### src/rtl/tlrb_aib_link_seq_if.sv
// Purpose : reset/POR control and status bundle between the link sequencer and one TLRB AIB PHY channel.
// Latency : none, plain wires; the status lines are asynchronous to the sequencer clock.
// Backpressure: none, level signalling only. master = sequencer (drives control, reads status), slave = PHY wrapper.
interface tlrb_aib_link_seq_if;
    // control towards the PHY
    logic por_in;
    logic adap_irstb;
    logic rstn_in;
    logic adap_rstn_in;
    // status from the PHY (asynchronous)
    logic por_out;
    logic device_detect;
    logic rstn_out;
    logic adap_rstn_out;

    modport master (
        output por_in, adap_irstb, rstn_in, adap_rstn_in,
        input  por_out, device_detect, rstn_out, adap_rstn_out
    );

    modport slave (
        input  por_in, adap_irstb, rstn_in, adap_rstn_in,
        output por_out, device_detect, rstn_out, adap_rstn_out
    );
endinterface

### src/rtl/tlrb_aib_link_seq.sv
// Purpose : brings one TLRB AIB PHY channel from power-on to link-up (master or slave role), then supervises it.
// Latency : PHY status passes a 2-flop synchronizer; every output is a flop, so decisions land 3 edges after a status change.
// Backpressure: none; enable=0 returns to IDLE from any state. Optional auto-retry: `define TLRB_AIB_LINK_SEQ_RETRY_EN.
// Ports: clk/rst (sync, active high), enable, ms_nsl (1 = master), phy (interface, master modport),
//        link_up, fault (sticky), state (3b encoding), retry_cnt (0 unless auto-retry is built in).
module tlrb_aib_link_seq #(
    parameter int CNTW    = 16,
    parameter int DET_TO  = 1000,
    parameter int POR_CYC = 64,
    parameter int RST_GAP = 16,
    parameter int RSP_TO  = 1000
`ifdef TLRB_AIB_LINK_SEQ_RETRY_EN
    ,
    parameter int RETRY_CYC = 256
`endif
) (
    input  logic                       clk,
    input  logic                       rst,
    input  logic                       enable,
    input  logic                       ms_nsl,
    tlrb_aib_link_seq_if.master        phy,
    output logic                       link_up,
    output logic                       fault,
    output logic [2:0]                 state,
    output logic [3:0]                 retry_cnt
);

    typedef enum logic [2:0] {
        S_IDLE     = 3'd0,
        S_DETECT   = 3'd1,
        S_POR_HOLD = 3'd2,
        S_PHY_RST  = 3'd3,
        S_ADAP_RST = 3'd4,
        S_LINK_UP  = 3'd5,
        S_FAULT    = 3'd6
    } state_t;

    // Counter values on the last cycle of each wait window.
    localparam logic [CNTW-1:0] DET_LIM = CNTW'(DET_TO - 1);
    localparam logic [CNTW-1:0] POR_LIM = CNTW'(POR_CYC - 1);
    localparam logic [CNTW-1:0] GAP_LIM = CNTW'(RST_GAP - 1);
    localparam logic [CNTW-1:0] RSP_LIM = CNTW'(RSP_TO - 1);
`ifdef TLRB_AIB_LINK_SEQ_RETRY_EN
    localparam logic [CNTW-1:0] RTY_LIM = CNTW'(RETRY_CYC - 1);
`endif

    // Synchronizers, bit order {por_out, device_detect, rstn_out, adap_rstn_out}.
    logic [3:0] sync1;
    logic [3:0] sync2;
    logic       por_s;
    logic       det_s;
    logic       rstn_s;
    logic       adap_s;

    state_t          state_q;
    state_t          state_d;
    logic [CNTW-1:0] cnt_q;
    logic            cnt_clr;
    // PHY_RST has two phases: 0 = gap before releasing rstn_in, 1 = waiting for the remote rstn_out.
    logic            phase_q;
    logic            phase_d;

    logic por_q,   por_d;
    logic irstb_q, irstb_d;
    logic rstn_q,  rstn_d;
    logic adap_q,  adap_d;
    logic link_q,  link_d;
    logic fault_q, fault_d;
    logic [3:0] retry_q, retry_d;

    logic det_ok;
    logic link_lost;

    assign {por_s, det_s, rstn_s, adap_s} = sync2;

    // Master waits for the far side to leave POR; slave waits to see the far device.
    assign det_ok    = ms_nsl ? ~por_s : det_s;
    assign link_lost = ~rstn_s | ~adap_s | (ms_nsl ? por_s : ~det_s);

    always_ff @(posedge clk) begin
        if (rst) begin
            sync1 <= '0;
            sync2 <= '0;
        end else begin
            sync1 <= {phy.por_out, phy.device_detect, phy.rstn_out, phy.adap_rstn_out};
            sync2 <= sync1;
        end
    end

    always_comb begin
        state_d = state_q;
        phase_d = phase_q;
        cnt_clr = 1'b0;
        por_d   = por_q;
        irstb_d = irstb_q;
        rstn_d  = rstn_q;
        adap_d  = adap_q;
        link_d  = link_q;
        fault_d = fault_q;
        retry_d = retry_q;

        case (state_q)
            S_IDLE: begin
                por_d = ~ms_nsl;
                if (enable) state_d = S_DETECT;
            end
            S_DETECT: begin
                // A condition seen on the timeout cycle still wins.
                if (det_ok)                state_d = ms_nsl ? S_PHY_RST : S_POR_HOLD;
                else if (cnt_q == DET_LIM) state_d = S_FAULT;
            end
            S_POR_HOLD: begin
                if (cnt_q == POR_LIM) state_d = S_PHY_RST;
            end
            S_PHY_RST: begin
                if (!phase_q) begin
                    if (cnt_q == GAP_LIM) begin
                        phase_d = 1'b1;
                        cnt_clr = 1'b1;
                        rstn_d  = 1'b1;
                    end
                end else if (rstn_s) begin
                    state_d = S_ADAP_RST;
                end else if (cnt_q == RSP_LIM) begin
                    state_d = S_FAULT;
                end
            end
            S_ADAP_RST: begin
                if (adap_s)                state_d = S_LINK_UP;
                else if (cnt_q == RSP_LIM) state_d = S_FAULT;
            end
            S_LINK_UP: begin
                if (link_lost) state_d = S_FAULT;
            end
            S_FAULT: begin
                // Entry leaves the control lines alone for one cycle; from then on they are held in reset.
                por_d   = ~ms_nsl;
                irstb_d = 1'b0;
                rstn_d  = 1'b0;
                adap_d  = 1'b0;
`ifdef TLRB_AIB_LINK_SEQ_RETRY_EN
                if (cnt_q == RTY_LIM && retry_q != 4'hF) begin
                    state_d = S_DETECT;
                    retry_d = retry_q + 4'd1;
                end
`endif
            end
            default: state_d = S_IDLE;
        endcase

        if (!enable && state_q != S_IDLE) state_d = S_IDLE;

        // Entry actions; these override anything the per-state branch set above.
        if (state_d != state_q) begin
            cnt_clr = 1'b1;
            phase_d = 1'b0;
            case (state_d)
                S_IDLE: begin
                    por_d   = ~ms_nsl;
                    irstb_d = 1'b0;
                    rstn_d  = 1'b0;
                    adap_d  = 1'b0;
                    link_d  = 1'b0;
                    fault_d = 1'b0;
                    retry_d = 4'd0;
                end
                S_DETECT: begin
                    link_d  = 1'b0;
                    fault_d = 1'b0;
                end
                S_POR_HOLD: por_d = 1'b1;
                S_PHY_RST: begin
                    por_d   = 1'b0;
                    irstb_d = 1'b1;
                    rstn_d  = 1'b0;
                end
                S_ADAP_RST: adap_d = 1'b1;
                S_LINK_UP:  link_d = 1'b1;
                S_FAULT: begin
                    link_d  = 1'b0;
                    fault_d = 1'b1;
                end
                default: ;
            endcase
        end
    end

    always_ff @(posedge clk) begin
        if (rst) begin
            state_q <= S_IDLE;
            phase_q <= 1'b0;
            cnt_q   <= '0;
            por_q   <= ~ms_nsl;
            irstb_q <= 1'b0;
            rstn_q  <= 1'b0;
            adap_q  <= 1'b0;
            link_q  <= 1'b0;
            fault_q <= 1'b0;
            retry_q <= 4'd0;
        end else begin
            state_q <= state_d;
            phase_q <= phase_d;
            cnt_q   <= cnt_clr ? '0 : cnt_q + CNTW'(1);
            por_q   <= por_d;
            irstb_q <= irstb_d;
            rstn_q  <= rstn_d;
            adap_q  <= adap_d;
            link_q  <= link_d;
            fault_q <= fault_d;
            retry_q <= retry_d;
        end
    end

    assign phy.por_in       = por_q;
    assign phy.adap_irstb   = irstb_q;
    assign phy.rstn_in      = rstn_q;
    assign phy.adap_rstn_in = adap_q;
    assign link_up          = link_q;
    assign fault            = fault_q;
    assign state            = state_q;
    assign retry_cnt        = retry_q;

endmodule

### src/flat_wrapper.sv
// flat-port wrapper written by rule: the top's interface ports become plain ports
module tlrb_aib_link_seq_flat 
#(
    parameter int CNTW    = 16,
    parameter int DET_TO  = 1000,
    parameter int POR_CYC = 64,
    parameter int RST_GAP = 16,
    parameter int RSP_TO  = 1000

)
  (clk, rst, enable, ms_nsl, link_up, fault, state, retry_cnt, phy_por_in, phy_adap_irstb, phy_rstn_in, phy_adap_rstn_in, phy_por_out, phy_device_detect, phy_rstn_out, phy_adap_rstn_out);
  tlrb_aib_link_seq_if phy_i ();
  input  logic clk;
  input  logic rst;
  input  logic enable;
  input  logic ms_nsl;
  output logic link_up;
  output logic fault;
  output logic [2:0] state;
  output logic [3:0] retry_cnt;
  output wire logic [$bits(phy_i.por_in)-1:0] phy_por_in;
  output wire logic [$bits(phy_i.adap_irstb)-1:0] phy_adap_irstb;
  output wire logic [$bits(phy_i.rstn_in)-1:0] phy_rstn_in;
  output wire logic [$bits(phy_i.adap_rstn_in)-1:0] phy_adap_rstn_in;
  input wire logic [$bits(phy_i.por_out)-1:0] phy_por_out;
  input wire logic [$bits(phy_i.device_detect)-1:0] phy_device_detect;
  input wire logic [$bits(phy_i.rstn_out)-1:0] phy_rstn_out;
  input wire logic [$bits(phy_i.adap_rstn_out)-1:0] phy_adap_rstn_out;
  assign phy_por_in = phy_i.por_in;
  assign phy_adap_irstb = phy_i.adap_irstb;
  assign phy_rstn_in = phy_i.rstn_in;
  assign phy_adap_rstn_in = phy_i.adap_rstn_in;
  assign phy_i.por_out = phy_por_out;
  assign phy_i.device_detect = phy_device_detect;
  assign phy_i.rstn_out = phy_rstn_out;
  assign phy_i.adap_rstn_out = phy_adap_rstn_out;
  tlrb_aib_link_seq #(.CNTW(CNTW), .DET_TO(DET_TO), .POR_CYC(POR_CYC), .RST_GAP(RST_GAP), .RSP_TO(RSP_TO)) u_core (.clk(clk), .rst(rst), .enable(enable), .ms_nsl(ms_nsl), .phy(phy_i), .link_up(link_up), .fault(fault), .state(state), .retry_cnt(retry_cnt));
endmodule
### config.mk
export PLATFORM = sky130hd
export DESIGN_NAME = tlrb_aib_link_seq_flat
export DESIGN_NICKNAME = d
export VERILOG_FILES = /design/src/rtl/tlrb_aib_link_seq_if.sv /design/src/rtl/tlrb_aib_link_seq.sv /design/src/flat_wrapper.sv
export SDC_FILE = /design/constraint.sdc
export NUM_CORES = 1
export LEC_CHECK = 0
export CAP_MARGIN = 20
export CORE_MARGIN = 2
export CORE_UTILIZATION = 55
export CTS_CLUSTER_SIZE = 20
export DETAILED_ROUTE_END_ITERATION = 8
export PLACE_DENSITY = 0.82
export SYNTH_ARGS = -nofsm -noshare
export SYNTH_HDL_FRONTEND = slang
export SYNTH_SLANG_ARGS = --single-unit
export TNS_END_PERCENT = 20
### constraint.sdc
create_clock -name clk -period 3.4 [get_ports clk]
set_clock_uncertainty 0.2 [all_clocks]
set_input_delay 0.51 -clock clk [delete_from_list [all_inputs] [get_ports clk]]
set_output_delay 0.51 -clock clk [all_outputs]
set_load 0.05 [all_outputs]
After elaboration in Yosys (flattened, before gate mapping)
Index checks and enable logic that the tools add are counted.

cells by class
  $add $sub $neg = 1
  equality and inequality tests = 16
  muxes and demuxes = 35
  bitwise logic cells = 7
  reductions and logical operators = 15

operators with widths
  cell                                             count
  2-to-1 mux 3 bit                                 9
  one-hot mux 3 bit (7 select lines)               1
  2-to-1 mux 1 bit                                 19
  == test 3 bit, second input constant             6
  adder 16 x 1 -> 16 bit, second input constant    1
  == test 16 x 10 -> 1 bit, second input constant  1
  == test 16 x 4 -> 1 bit, second input constant   1
  == test 16 x 6 -> 1 bit, second input constant   1
  == test 3 x 2 -> 1 bit, second input constant    4
  one-hot mux 1 bit (2 select lines)               5
  OR reduction 2 bit                               5
  == test 3 x 1 -> 1 bit, second input constant    2
  logical NOT 3 bit                                2
  inverter 1 bit                                   5
  AND reduction 2 bit                              2
  nonzero test 2 bit                               2
  inequality test 3 bit                            1
  one-hot mux 1 bit (3 select lines)               1
  nonzero test 3 bit                               1
  OR reduction 3 bit                               1
  bitwise OR 1 bit                                 2
  logical AND 1 bit                                1
  logical NOT 1 bit                                1

storage, ports and cells
  bits in registers = 34
  logic and storage cells = 85

Longest topological paths before layout
Gate-level depths: netlist of run 1.

  depth after elaboration = 10
  mapped depth = 10
  gate-level depth less buffers = 8

Worst setup path before layout of run 1
OpenSTA, ideal clock, no wires.

  kind = reg-to-reg
  start point = reg u_core.state_q[0] (netlist: u_core.state[0])
  end point = reg u_core.fault_q (netlist: u_core.fault)
  data arrival time = 2.504 ns
  setup slack = 0.622 ns
  stages on the path, launching flop included = 8
  period minus slack after synthesis = 2.778 ns
  path through = dfxtp_1 > buf_2 > nor3b_1 > nand3_1 > a311o_1 > o2111a_2 > or4_1 > a31oi_1

between the ends
  cells in the longest elaborated chain, start to end = 9
  elaborated cells on any way between the ends = 27
  classes of those cells = eq/ne (9); mux (11); reduce/logical (7)

RTL lines
  element                                                             line                                                                          RTL
  from (decl)                                                         tlrb_aib_link_seq.sv:55                                                       state_t state_q;
  from (signal assigned)                                              tlrb_aib_link_seq.sv:201                                                      state_q <= state_d;
  2-to-1 mux 3 bit                                                    tlrb_aib_link_seq.sv:110, tlrb_aib_link_seq.sv:124, tlrb_aib_link_seq.sv:130
  2-to-1 mux 3 bit                                                    tlrb_aib_link_seq.sv:122                                                      end else if (rstn_s) begin
  2-to-1 mux 3 bit                                                    tlrb_aib_link_seq.sv:116                                                      if (!phase_q) begin
  one-hot mux 3 bit (7 select lines)                                  tlrb_aib_link_seq.sv:102                                                      case (state_q)
  2-to-1 mux 3 bit                                                    tlrb_aib_link_seq.sv:151                                                      if (!enable && state_q != S_IDLE) state_d = S_IDLE;
  == test 3 x 1 -> 1 bit / logical NOT 3 bit (equally long branches)  n/a
  OR reduction 2 bit (no line)                                        n/a
  nonzero test 2 bit (no line)                                        n/a
  AND reduction 2 bit (no line)                                       n/a
  to (signal assigned)                                                tlrb_aib_link_seq.sv:209                                                      fault_q <= fault_d;
  to (decl)                                                           tlrb_aib_link_seq.sv:68                                                       logic fault_q, fault_d;

Parallel ways exist; a longest one is shown, timed or not.
A chain may end at the register's enable or synchronous reset.

Worst setup path after layout of run 1
  start point = in ms_nsl
  end point = reg u_core.fault_q (netlist: u_core.fault)

between the ends
  cells in the longest elaborated chain, start to end = 9
  elaborated cells on any way between the ends = 16
  classes of those cells = eq/ne (3); mux (8); bitwise (1); reduce/logical (4)

RTL lines
  element                                                             line                      RTL
  from (decl)                                                         flat_wrapper.sv:16        input logic ms_nsl;
  2-to-1 mux 1 bit                                                    tlrb_aib_link_seq.sv:78   assign link_lost = ~rstn_s | ~adap_s | (ms_nsl ? por_s : ~det_s);
  bitwise OR 1 bit                                                    tlrb_aib_link_seq.sv:78
  2-to-1 mux 3 bit                                                    tlrb_aib_link_seq.sv:133  if (link_lost) state_d = S_FAULT;
  one-hot mux 3 bit (7 select lines) *                                tlrb_aib_link_seq.sv:102
  2-to-1 mux 3 bit *                                                  tlrb_aib_link_seq.sv:151
  == test 3 x 1 -> 1 bit / logical NOT 3 bit (equally long branches)  n/a
  OR reduction 2 bit (no line)                                        n/a
  nonzero test 2 bit (no line)                                        n/a
  AND reduction 2 bit (no line)                                       n/a

Mark *: on every way between the ends. The rest lies on a longest branch, timed or not.

==> results.yml, run 1 <==
floorplan:
  die_x_um: 61.89
  rows: 21
  fp.dieArea_sq_um: 3830
  initial_utilization: 0.5611
  io_pins: 21
  design.core.area_sq_um: 3284
  die_height_um: 61.89
cts:
  cts_htree_levels: 2
  numCtsBuffers: 5
  cts-root-buf: "clkbuf_4"
  clock-sinks: 34
  cts.path.max_buffers: 2
  path_clk_slew_ps: 110
  hold_buffers: 0
  ctsResizeCount: 0
  clk_latency_ps: 340
  cts_tree: "built"
  post-cts-setup-buffers: 0
synthesis:
  synth_area_sq_um: 1843
  yosys_register_bits: 34
  synth_area_leader_cell: "dfxtp_1"
  ys_async_sr_fraction: 0
  synth-edff-count: 0
  syn-instance-count: 230
  synth-seq-area-share: 0.3693
  yosysWarnings: 0
  yosysTopAreaCellShare: 0.3693
  synth_cell_type_count: 51
  synth_commonest_cells: "dfxtp_1, nor2_1, nand2_1"
  ys.flop_type: "dfxtp_1"
  synth_area_leaders: "dfxtp_1, nor2_1, xor2_1, nand2_1, nand3_1"
  avgSynthCellArea_sq_um: 8.013
worst_setup_path:
  setup.worst_path.class: "input pin to register"
  r2r_cells: 6
  worstSetupEndpointType: "register"
  r2r-end: "u_core.fault"
  worst-path-max-fanout: 7
  r2r_setup_slack_ps: 510
  r2r-start: "u_core.state[0]"
  required_ps: 3470
  cp-start-kind: "input pin"
  worstPathArrival_ps: 2970
hold_path:
  holdPathStages: 1
  hp-start: "u_core.sync1[2]"
  hold_end: "u_core.sync2[2]"
  worstHoldPathType: "register to register"
drt:
  drt_iter0_drc: 116
  first_pass_iters: 5
  drc_errors: 0
  num_vias: 1693
  ant_nets: 0
  post_drt_wl_per_cell_um: 12.98
  drt_wl_total_um: 3854
  viasPerCell: 5.700
cells_and_area:
  antenna_cells_inserted: 0
  multi_input_area_sq_um: 1076
  finish.instance_area_sq_um: 2117
  ff_latch_area_sq_um: 680.7
  layout-drive-gt1-share: 0.09960
  area_growth_pct: 14.87
  layout.nets: 259
  fillers: 277
placed_design:
  dp_hpwl_um: 2820
  port_buffers: 16
  pre_cts_ws_ps: 161.7
  gp_congestion: 0.8727
  dpl_cell_area_sq_um: 2057
global_route:
  grt_pass1_vias: 1476
  grt_usage: 0.2244
  antenna_found_initial: 0
  grt_max_degree: 22
  grt_pass1_wl_um: 6348
  overflow: 0
run_status:
  status: "completed"
sta:
  worst_slack_ps: 501.4
  post-route-min-period_ps: 2899
  tightest_slew_ps: 674.7
  fmax_mhz: 345.0
  grt_setup_unrepaired: "false"
  drv_slew: 0
  period_share: 0.8525
  setup_viol: 0
  maxSlewHeadroom: 0.5496
  timing.hold.ws_ps: 240.5
  finalSetupTns_ps: 0
  hold_viol_final: 0
run:
  maxCapViolCount: 0
power:
  leakage_nw: 0.7768
  power_density_nw_per_um2: 448.3
  max-vdd-ir-drop_uv: 303.8
placed cells by master (no fill, tap or decap), types with 3 or more instances in the layout:
cell type,Yosys,final
a211oi_1,4,4
a21oi_1,7,7
a31oi_1,4,4
and3_1,3,3
buf_4,4,7
clkbuf_4,0,5
clkdlybuf4s50_1,0,16
conb_1,1,4
dfxtp_1,34,34
inv_1,8,8
nand2_1,20,20
nand3_1,15,15
nand4_1,3,3
nor2_1,34,34
nor2b_1,11,11
nor3_1,8,8
nor3b_1,3,3
o21ai_0,10,10
o31a_1,3,3
xnor2_1,7,7
xor2_1,9,9
worst max-delay path, cell delays in order:
cell and delay [ps]:
clkdlybuf4s50_1 520, or2b_2 370, a211oi_1 200, o21ai_0 150, a311o_1 360, o2111a_2 180
or4_1 510, a31oi_1 170
how the worst max path moves through the flow:
stage	startpoint	to	depth (start not counted)
final	ms_nsl	u_core.fault	8
after global routing	u_core.state[0]	u_core.fault	6
after CTS	ms_nsl	u_core.fault	8
after detailed placement	ms_nsl	u_core.fault	8
after global placement	ms_nsl	u_core.fault	8
after floorplan	u_core.state[0]	u_core.fault	7
kinds of logic after synthesis:
family          after synthesis  share of synthesized area
other cells                   1                   0.002035
compound gates               42                     0.1609
fa+ha+maj                     1                   0.006788
xor+xnor                     16                    0.07604
flops                        34                     0.3693
mux                           1                   0.005431
buf+inv                      21                    0.05295
simple gates                114                     0.3266
metrics by stage:
step                      instances  utilization  power (mW)
after floorplan                 233            -      0.6542
after global placement          289       0.6263      0.7234
after detailed placement        289       0.6263      0.7262
after CTS                       297       0.6446      0.9554
after global routing            297       0.6446       1.004
final                           297       0.6446      0.9490
where the power goes:
| group | leakage, nW | switching, mW | internal (mW) | total [mW] |
|---|---|---|---|---|
| combinational | 0.465 | 0.171 | 0.105 | 0.276 |
| clock | 0.0353 | 0.129 | 0.100 | 0.229 |
| sequential | 0.277 | 0.0262 | 0.417 | 0.443 |
registers in the layout, indices dropped and copies added, names as in the netlist:
name                     cells
u_core.cnt_q                16
u_core.fault                 1
u_core.link_up               1
u_core.phase_q               1
u_core.phy.adap_irstb        1
u_core.phy.adap_rstn_in      1
u_core.phy.por_in            1
u_core.phy.rstn_in           1
u_core.state                 3
u_core.sync1                 4
u_core.sync2                 4
area by class of cell:
| class | instances | share of cell area |
|---|---|---|
| Multi-Input combinational cell | 178 | 0.5083 |
| Sequential cell | 34 | 0.3215 |
| Timing Repair Buffer | 23 | 0.1005 |
| Tap cell | 46 | 0.02719 |
| Clock buffer | 7 | 0.02600 |
| Inverter | 8 | 0.01418 |
| Clock inverter | 1 | 0.002364 |
metal layers:
layer | share of wire | global-route usage | vias up
li1 | - | - | 842
met1 | 0.46 | 0.3008 | 783
met2 | 0.46 | 0.3429 | 64
met3 | 0.066 | 0.06832 | 4
met4 | 0.012 | 0.07903 | 0
met5 | 0 | 0 | -
Power figures use the tool's default switching activity.
==> inputs of run 2 (changes only) <==
==> constraint.sdc (replaced) <==
create_clock -name clk -period 2.9 [get_ports clk]
set_clock_uncertainty 0.2 [all_clocks]
set_input_delay 0.435 -clock clk [delete_from_list [all_inputs] [get_ports clk]]
set_output_delay 0.435 -clock clk [all_outputs]
set_load 0.05 [all_outputs]
==> run 2 against run 1 <==
  * Non-clock buffer count up 14
  * Utilization rose by 3.6 points
  * Count of clock-buffer cells in the layout did not move
  * Cell count up 4.7%
  * Cell area up 5.6%
==> results.yml, run 2 (same netlist as run 1, synthesis figures left out) <==
global_route:
  grt_pass1_wl_um: 7348
  grt_usage: 0.2620
  grt_max_degree: 18
  overflow: 0
  antenna_found_initial: 0
  grt_pass1_vias: 1666
cells_and_area:
  fillers: 278
  layout.nets: 273
  reg_top3: "u_core.cnt_q x16, u_core.sync1 x4, u_core.sync2 x4"
  final_cell_mix: "nor2_1, dfxtp_1, nand2_1, buf_4, clkdlybuf4s50_1"
  final_common_cell: "nor2_1"
  largest_reg_flops: 16
  antenna_cells_inserted: 0
  area_growth_pct: 21.32
  regMostFlops: "u_core.cnt_q"
  final_cells: 311
  layout-drive-gt1-share: 0.1509
worst_setup_path:
  required_ps: 2970
  slowest_delay_ps: 520
  worst-path-max-fanout: 4
  r2r_setup_slack_ps: 210
  startpoint: "ms_nsl"
  crit_buf_inv: 1
  r2r-end: "u_core.fault"
  worstSetupEndpointType: "register"
  setup.worst_path.class: "input pin to register"
  crit_end: "u_core.fault"
  crit_chain: "clkdlybuf4s50_1 > or2b_2 > a211oi_1 > o21ai_0 > a311o_1 > o2111a_2 > or4_1 > a31oi_1"
  slowest_stage: "or4_1"
  worst-path-stages: 8
  worstPathArrival_ps: 2780
  r2r-start: "u_core.cnt_q[0]"
  cp-start-kind: "input pin"
  cp_top_family: "compound AO/OA/AOI/OAI gates"
  r2r_cells: 8
sta:
  period_share: 0.9346
  tightest_slew_ps: 538.0
  maxSlewHeadroom: 0.6402
  fmax_mhz: 369.0
  grt_setup_unrepaired: "false"
  post-route-min-period_ps: 2710
  hold_viol_final: 0
  setup_viol: 0
  drv_slew: 0
  worst_slack_ps: 189.7
  timing.hold.ws_ps: 245.6
floorplan:
  io_pins: 21
  die_x_um: 61.89
  design.core.area_sq_um: 3284
  rows: 21
  initial_utilization: 0.5611
  fp.dieArea_sq_um: 3830
  die_height_um: 61.89
placed_design:
  gp_congestion: 0.9612
  dp.cells: 303
  pre_cts_ws_ps: -130.4
  port_buffers: 16
  dp_hpwl_um: 3372
cts:
  cts_tree: "built"
  cts.path.max_buffers: 2
  hold_buffers: 0
  clock-sinks: 34
  ctsResizeCount: 0
  post-cts-setup-buffers: 0
  clk_latency_ps: 330
  cts-root-buf: "clkbuf_4"
  cts_htree_levels: 2
  path_clk_slew_ps: 110
  numCtsBuffers: 5
hold_path:
  worstHoldPathType: "register to register"
power:
  max-vdd-ir-drop_uv: 340.3
  fin_total_pwr_mw: 1.185
  leakage_nw: 0.8506
  power_density_nw_per_um2: 530.1
run_status:
  status: "completed"
drt:
  drt_iter0_drc: 121
  first_pass_iters: 4
  drt_wl_total_um: 4391
  drc_errors: 0
  viasPerCell: 5.717
  post_drt_wl_per_cell_um: 14.12
  num_vias: 1778
  ant_nets: 0
run:
  maxCapViolCount: 0
run 2: cell type report:
type / instances / area (sq um) / area share
timing repair buffer: 37 / 330.3 / 0.1477
multi-input combinational: 178 / 1076 / 0.4813
sequential: 34 / 681.9 / 0.3050
tap: 46 / 57.56 / 0.02574
clock inverter: 1 / 5.005 / 0.002238
clock buffer: 7 / 55.05 / 0.02462
inverter: 8 / 30.03 / 0.01343
run 2: worst min-delay path by stage:
| stage | from | end | slack (ps) | depth (start not counted) |
|---|---|---|---|---|
| after floorplan | u_core.sync1[0] | u_core.sync2[0] | 210 | 1 |
| after global placement | u_core.sync1[1] | u_core.sync2[1] | 220 | 1 |
| after detailed placement | u_core.sync1[2] | u_core.sync2[2] | 230 | 1 |
| after CTS | u_core.sync1[3] | u_core.sync2[3] | 250 | 1 |
| after global routing | u_core.sync1[3] | u_core.sync2[3] | 250 | 1 |
| final | u_core.sync1[2] | u_core.sync2[2] | 250 | 1 |
run 2: power breakdown:
group	internal (mW)	switching, mW	leakage (nW)
clock	0.117	0.154	0.0353
combinational	0.173	0.228	0.538
sequential	0.490	0.0236	0.277
total	0.780	0.406	0.851
run 2: per-layer routing:
metal | GRT usage | share of wire | vias to the layer above
li1 | - | - | 874
met1 | 0.3359 | 0.44 | 825
met2 | 0.4075 | 0.48 | 69
met3 | 0.06832 | 0.059 | 10
met4 | 0.1307 | 0.022 | 0
met5 | 0 | 0 | -
run 2: per-stage QoR:
step,area (sq um),setup TNS [ps],utilization
2_1_floorplan,1854,0,-
3_3_place_gp,2175,-56.20,0.6621
3_5_place_dp,2175,-858.9,0.6621
4_1_cts,2235,0,0.6804
5_1_grt,2236,0,0.6808
6_report,2236,0,0.6808
